[config.mk]
export PLATFORM = sky130hd
export DESIGN_NAME = wb_regfile
export DESIGN_NICKNAME = d
export VERILOG_FILES = /design/src/rtl/wb_regfile_pkg.sv /design/src/rtl/wb_regfile_hilo_reg.sv /design/src/rtl/wb_regfile.sv
export SDC_FILE = /design/constraint.sdc
export NUM_CORES = 2
export LEC_CHECK = 0
export BUFFER_PORTS_ARGS = -buffer_cell sky130_fd_sc_hd__buf_2
export CORE_MARGIN = 5
export CORE_UTILIZATION = 55
export CTS_CLUSTER_SIZE = 25
export DETAILED_ROUTE_END_ITERATION = 6
export MAX_ROUTING_LAYER = met4
export PLACE_DENSITY = 0.79
export SLEW_MARGIN = 20
export SYNTH_ARGS = -nofsm -noshare
export SYNTH_HDL_FRONTEND = slang
export SYNTH_SLANG_ARGS = --single-unit
[constraint.sdc]
create_clock -name clk -period 2.4 [get_ports clk]
set_clock_uncertainty 0.05 [all_clocks]
set_input_delay 0.12 -clock clk [delete_from_list [all_inputs] [get_ports clk]]
set_output_delay 0.12 -clock clk [all_outputs]
set_load 0.05 [all_outputs]
[src/rtl/wb_regfile_pkg.sv]
// Shared constants and read-source selection for the write-back register file.
// Default widths match the 32-bit datapath (32 GPRs, 5-bit indices).
package wb_regfile_pkg;

    localparam int REG_DATA_BUS = 32;
    localparam int REG_ADDR_BUS = 5;
    localparam int REG_COUNT    = 32;

    localparam logic [REG_DATA_BUS-1:0] ZERO_WORD     = '0;
    localparam logic [REG_ADDR_BUS-1:0] ZERO_REG_ADDR = 5'd0;

    localparam logic WRITE_ENABLE = 1'b1;
    localparam logic READ_ENABLE  = 1'b1;

    typedef enum logic [1:0] {
        SRC_ZERO,
        SRC_BYPASS,
        SRC_STORE
    } read_src_e;

    // Priority: reset, disabled port, r0, same-cycle write hit, then storage.
    function automatic read_src_e readSource(
        input logic rst,
        input logic portEnabled,
        input logic addrIsZero,
        input logic bypassHit
    );
        read_src_e src;
        if (rst || !portEnabled || addrIsZero) begin
            src = SRC_ZERO;
        end else if (bypassHit) begin
            src = SRC_BYPASS;
        end else begin
            src = SRC_STORE;
        end
        return src;
    endfunction

endpackage

[src/rtl/wb_regfile_hilo_reg.sv]
// HI/LO special registers: written as a pair from write-back, read by decode
// with a bypass of the pair being written this cycle.
module hilo_reg
    import wb_regfile_pkg::*;
#(
    parameter int DATA_WIDTH = REG_DATA_BUS
) (
    input  logic                  clk,
    input  logic                  rst,
    input  logic                  whilo_i,
    input  logic [DATA_WIDTH-1:0] hi_i,
    input  logic [DATA_WIDTH-1:0] lo_i,
    output logic [DATA_WIDTH-1:0] hi_o,
    output logic [DATA_WIDTH-1:0] lo_o
);

    logic [DATA_WIDTH-1:0] hi_q, hi_d;
    logic [DATA_WIDTH-1:0] lo_q, lo_d;
    logic                  writeHiLo;

    assign writeHiLo = (whilo_i == WRITE_ENABLE);

    always_comb begin
        hi_d = hi_q;
        lo_d = lo_q;
        if (writeHiLo) begin
            hi_d = hi_i;
            lo_d = lo_i;
        end
    end

    always_ff @(posedge clk) begin
        if (rst) begin
            hi_q <= DATA_WIDTH'(ZERO_WORD);
            lo_q <= DATA_WIDTH'(ZERO_WORD);
        end else begin
            hi_q <= hi_d;
            lo_q <= lo_d;
        end
    end

    // Outputs are forced to zero throughout reset, not just after it.
    always_comb begin
        hi_o = DATA_WIDTH'(ZERO_WORD);
        lo_o = DATA_WIDTH'(ZERO_WORD);
        if (!rst) begin
            hi_o = writeHiLo ? hi_i : hi_q;
            lo_o = writeHiLo ? lo_i : lo_q;
        end
    end

endmodule

[src/rtl/wb_regfile.sv]
// Architectural GPR file fed by the MEM->WB write triple, with two combinational
// read ports (write bypass, r0 hardwired to zero) and the HI/LO pair.
module wb_regfile
    import wb_regfile_pkg::*;
#(
    parameter int DATA_WIDTH = REG_DATA_BUS,
    parameter int ADDR_WIDTH = REG_ADDR_BUS,
    parameter int REG_NUM    = REG_COUNT
) (
    input  logic                  clk,
    input  logic                  rst,
    input  logic                  wb_write_en,
    input  logic [ADDR_WIDTH-1:0] wb_write_addr,
    input  logic [DATA_WIDTH-1:0] wb_write_data,
    input  logic                  wb_whilo,
    input  logic [DATA_WIDTH-1:0] wb_hi,
    input  logic [DATA_WIDTH-1:0] wb_lo,
    input  logic                  read1_en,
    input  logic [ADDR_WIDTH-1:0] read1_addr,
    output logic [DATA_WIDTH-1:0] read1_data,
    input  logic                  read2_en,
    input  logic [ADDR_WIDTH-1:0] read2_addr,
    output logic [DATA_WIDTH-1:0] read2_data,
    output logic [DATA_WIDTH-1:0] hi_data,
    output logic [DATA_WIDTH-1:0] lo_data
);

    localparam logic [ADDR_WIDTH-1:0] ADDR_ZERO = ADDR_WIDTH'(ZERO_REG_ADDR);
    localparam logic [DATA_WIDTH-1:0] DATA_ZERO = DATA_WIDTH'(ZERO_WORD);

    logic [DATA_WIDTH-1:0] regs_q [REG_NUM];
    logic [DATA_WIDTH-1:0] regs_d [REG_NUM];

    logic                  gprWrite;
    logic                  readEn   [2];
    logic [ADDR_WIDTH-1:0] readAddr [2];
    logic [DATA_WIDTH-1:0] readData [2];
    read_src_e             readSrc  [2];

    assign gprWrite = (wb_write_en == WRITE_ENABLE) && (wb_write_addr != ADDR_ZERO);

    // r0 is never written so it stays at its reset value of zero.
    always_comb begin
        regs_d = regs_q;
        if (gprWrite) begin
            regs_d[wb_write_addr] = wb_write_data;
        end
    end

    always_ff @(posedge clk) begin
        if (rst) begin
            for (int i = 0; i < REG_NUM; i++) begin
                regs_q[i] <= DATA_ZERO;
            end
        end else begin
            regs_q <= regs_d;
        end
    end

    assign readEn[0]   = read1_en;
    assign readEn[1]   = read2_en;
    assign readAddr[0] = read1_addr;
    assign readAddr[1] = read2_addr;

    // Each port resolves on its own; both may hit the same or the written index.
    always_comb begin
        for (int p = 0; p < 2; p++) begin
            readSrc[p] = readSource(rst,
                                    readEn[p] == READ_ENABLE,
                                    readAddr[p] == ADDR_ZERO,
                                    (wb_write_en == WRITE_ENABLE) && (wb_write_addr == readAddr[p]));
            readData[p] = DATA_ZERO;
            unique case (readSrc[p])
                SRC_BYPASS: readData[p] = wb_write_data;
                SRC_STORE:  readData[p] = regs_q[readAddr[p]];
                default:    readData[p] = DATA_ZERO;
            endcase
        end
    end

    assign read1_data = readData[0];
    assign read2_data = readData[1];

    hilo_reg #(
        .DATA_WIDTH(DATA_WIDTH)
    ) u_hilo (
        .clk     (clk),
        .rst     (rst),
        .whilo_i (wb_whilo),
        .hi_i    (wb_hi),
        .lo_i    (wb_lo),
        .hi_o    (hi_data),
        .lo_o    (lo_data)
    );

endmodule

==> impl_metrics.tcl <==
set metrics [dict create \
    status "complete, but fails checks" \
    violations "design-rule violations, negative setup slack" \
    p_leak_nw 22.69 \
    setup_tns_ns -8.345 \
    worst_pin_slew_ns 1.186 \
    ys_seq_elements 1088 \
    grt_max_degree 220 \
    synthesis.area_um2 54110 \
    overflow 0 \
    async_flop_share 0 \
    synth_edf_count 0 \
    setup_viol 64 \
    dr.pass1.iters 7 \
    vias 53610 \
    grt_usage 0.4252 \
    cp_data_required_time_ns 2.23 \
    core_um2 97990 \
    fmax_ghz 0.3573 \
    cts_tree "done" \
    seq_area_frac_synth 0.4025 \
    fillers 7244 \
    ant_nets 0 \
    areaGrowthSynthToFinish_pct 22.29 \
    path_cells "mux4_2 -> mux2_4 -> a221o_1 -> a22o_1 -> buf_6" \
    core.rowCount 115 \
    cts-buffers-inserted 113 \
    finalHoldViolations 0 \
    drt_iter0_markers 10050 \
    layout_common_cells "nand2_1, a21oi_1, dfxtp_1" \
    combPwrFrac 0.119 \
    avgSynthCellArea_um2 8.851 \
    dieArea_um2 104800 \
    grt_antenna_before_repair 2 \
    yosysTopAreaCellShare 0.4025 \
    syn_inst 6114 \
    floorplan.initialDensity 0.5522 \
    hold_path.class "primary input to flop" \
    wl_met2_um 95420 \
    finalCritPeriodShare 1.166 \
    max_stage_delay_ns 0.47 \
    path_delay_family "multiplexers" \
    netSwitchingFraction 0.2682 \
    routabilityCongestion 1.041 \
    share_seq_of_total_power 0.453 \
    syn-num-nets 6231 \
    vdd.ir_drop.worst_mv 0.6059 \
    nets 6459 \
    grt_pass1_wl_um 325000 \
    worst_skew_pair.late_latency_ns 0.72 \
    clk_pin_slew_ns 0.06 \
    grt_pass1_vias 51590 \
    slew_viol_final 0 \
    dp_hpwl_um 140700 \
    p_per_area_nw_per_um2 612.0 \
    ios 245 \
    io_buffers 244 \
    yosys.area.top_type "dfxtp_1" \
    route.detailed.drc 9 \
    slowest_stage "mux4_2" \
    crit_type "flop to output pin" \
    cp_max_fo 2 \
    worst_setup_path_end_kind "output pin" \
    synthFlopType "dfxtp_1" \
    max_cap_violations 0 \
    htree_levels 3 \
    cp_num_buf_inv 1 \
    rsz0062_at_grt "true" \
    layout.cells.non_filler 7718 \
    wl_met3_um 34870 \
    p_int_mw 29.64 \
    viasPerCell 6.946 \
    layout_min_cycle_time_ns 2.798 \
    layout-drive-gt1-share 0.2812 \
    wl_per_cell_um 29.12 \
    yosys_warnings 0 \
    ys_types 57 \
    clock-sinks 1088 \
    die_x_um 323.7 \
    crit_arrival_ns 2.63 \
    start_kind "flop" \
    power_frac_clock 0.428 \
    cts-root-buf "clkbuf_16" \
    top_layer "met4" \
    ys_top_cells_by_area "dfxtp_1, mux4_2, nand2_1, a21oi_1, mux2i_1" \
    slew_headroom 0.2095 \
    final_common_cell "nand2_1" \
    place_ws_ns -0.2067 \
    fin_ws_ns -0.3985 \
    routed_wl_um 224800 \
    clk_path_buf_depth 3 \
    dieHeight_um 323.7 \
    dp_cells 7403 \
    fin_hold_ws_ns 0.04985 \
    p_sw_mw 10.86 \
    met1Wirelength_um 73260 \
]
-- synthesized netlist by cell type (all sizes together), types with 2 or more instances --
cell type	number
dfxtp	1088
nor2b	51
nor4	4
a32o	3
and2	14
a22o	60
nand2	2085
nor3b	3
a311oi	2
a221oi	16
clkbuf	458
nor2	111
a21oi	1045
or3b	3
a211oi	54
a2111oi	3
buf	196
nor3	8
inv	3
xor2	4
a22oi	74
nand3b	2
mux2	9
o21ai	13
nor4b	2
or2	5
a221o	2
mux4	488
o32ai	2
a31oi	2
mux2i	167
and3b	2
xnor2	6
nand3	59
nand2b	7
and3	2
o22ai	50
-- worst paths after layout --
check                                              start                       to  slack (ns)  cells after the start
worst max-delay path            regs_q[567]$_SDFFE_PP0P_           read2_data[23]       -0.40                      5
worst min-delay path                            wb_whilo  u_hilo.lo_q[20]$_DFF_P_        0.05                      4
worst max register to register   u_hilo.lo_q[13]$_DFF_P_  u_hilo.lo_q[13]$_DFF_P_        1.02                      3
worst min register to register   regs_q[20]$_SDFFE_PP0P_  regs_q[20]$_SDFFE_PP0P_        0.41                      2
-- power by group through the flow --
stage               logic [mW]  clock network, mW  registers (mW)
floorplan                 2.51                  0            18.7
global placement          4.17                  0            18.7
detailed placement        4.20                  0            18.7
CTS                       4.56               17.3            18.4
global route              4.90               18.0            18.4
finish                    4.82               17.3            18.4
-- per-stage QoR --
step                power, mW  cell area, um2  utilization
floorplan               21.22           54110            -
global placement        22.90           59230       0.6044
global route            41.32           66170       0.6753
detailed placement      22.95           59230       0.6044
CTS                     40.17           65560       0.6690
finish                  40.50           66180       0.6754
-- flip-flops by register name, summed over array words and instances, names as in the netlist --
| register | flops |
|---|---|
| u_hilo.hi_q | 32 |
| u_hilo.lo_q | 32 |
| regs_q | 1024 |
-- layout make-up --
type / count / area [um2] / share of cell area
Antenna cell: 2 / 5.005 / 0.00007563
Clock buffer: 168 / 3304 / 0.04993
Clock inverter: 34 / 276.5 / 0.004178
Inverter: 3 / 11.26 / 0.0001702
Multi-Input combinational cell: 4369 / 31460 / 0.4755
Sequential cell: 1088 / 21980 / 0.3321
Tap cell: 1287 / 1610 / 0.02433
Timing Repair Buffer: 767 / 7525 / 0.1137
-- kinds of logic after synthesis --
family / after synthesis / share of synthesized area
buffers and inverters: 657 / 0.05214
muxes: 664 / 0.2359
xor gates and xnor gates: 10 / 0.001618
and+or+nand+nor: 2360 / 0.1703
AOI/OAI and AO/OA: 1335 / 0.1376
DFF: 1088 / 0.4025
-- worst register-to-register path: stages (launching register included) --
cell,delay (ns)
dfxtp_1,0.32
mux2i_1,0.07
nor2_1,0.29
dlygate4sd3_1,0.60
-- what timing repair did --
action | 4_1_cts | 5_1_grt
resized for setup | 436 | 164
pin swaps | 149 | 96
hold buffers | 108 | 0
cloned | 0 | 0
hold endpoints to repair | 560 | 0
endpoints found under the setup margin | 64 | 64
setup buffers | 16 | 1
-- routing by layer --
| metal | vias up | GRT usage |
|---|---|---|
| met3 | 1354 | 0.1272 |
| li1 | 21770 | - |
| met2 | 5147 | 0.5986 |
| met4 | 0 | 0.3224 |
| met5 | - | - |
| met1 | 25340 | 0.5140 |
Note: power is estimated with default switching activity, not from simulation.
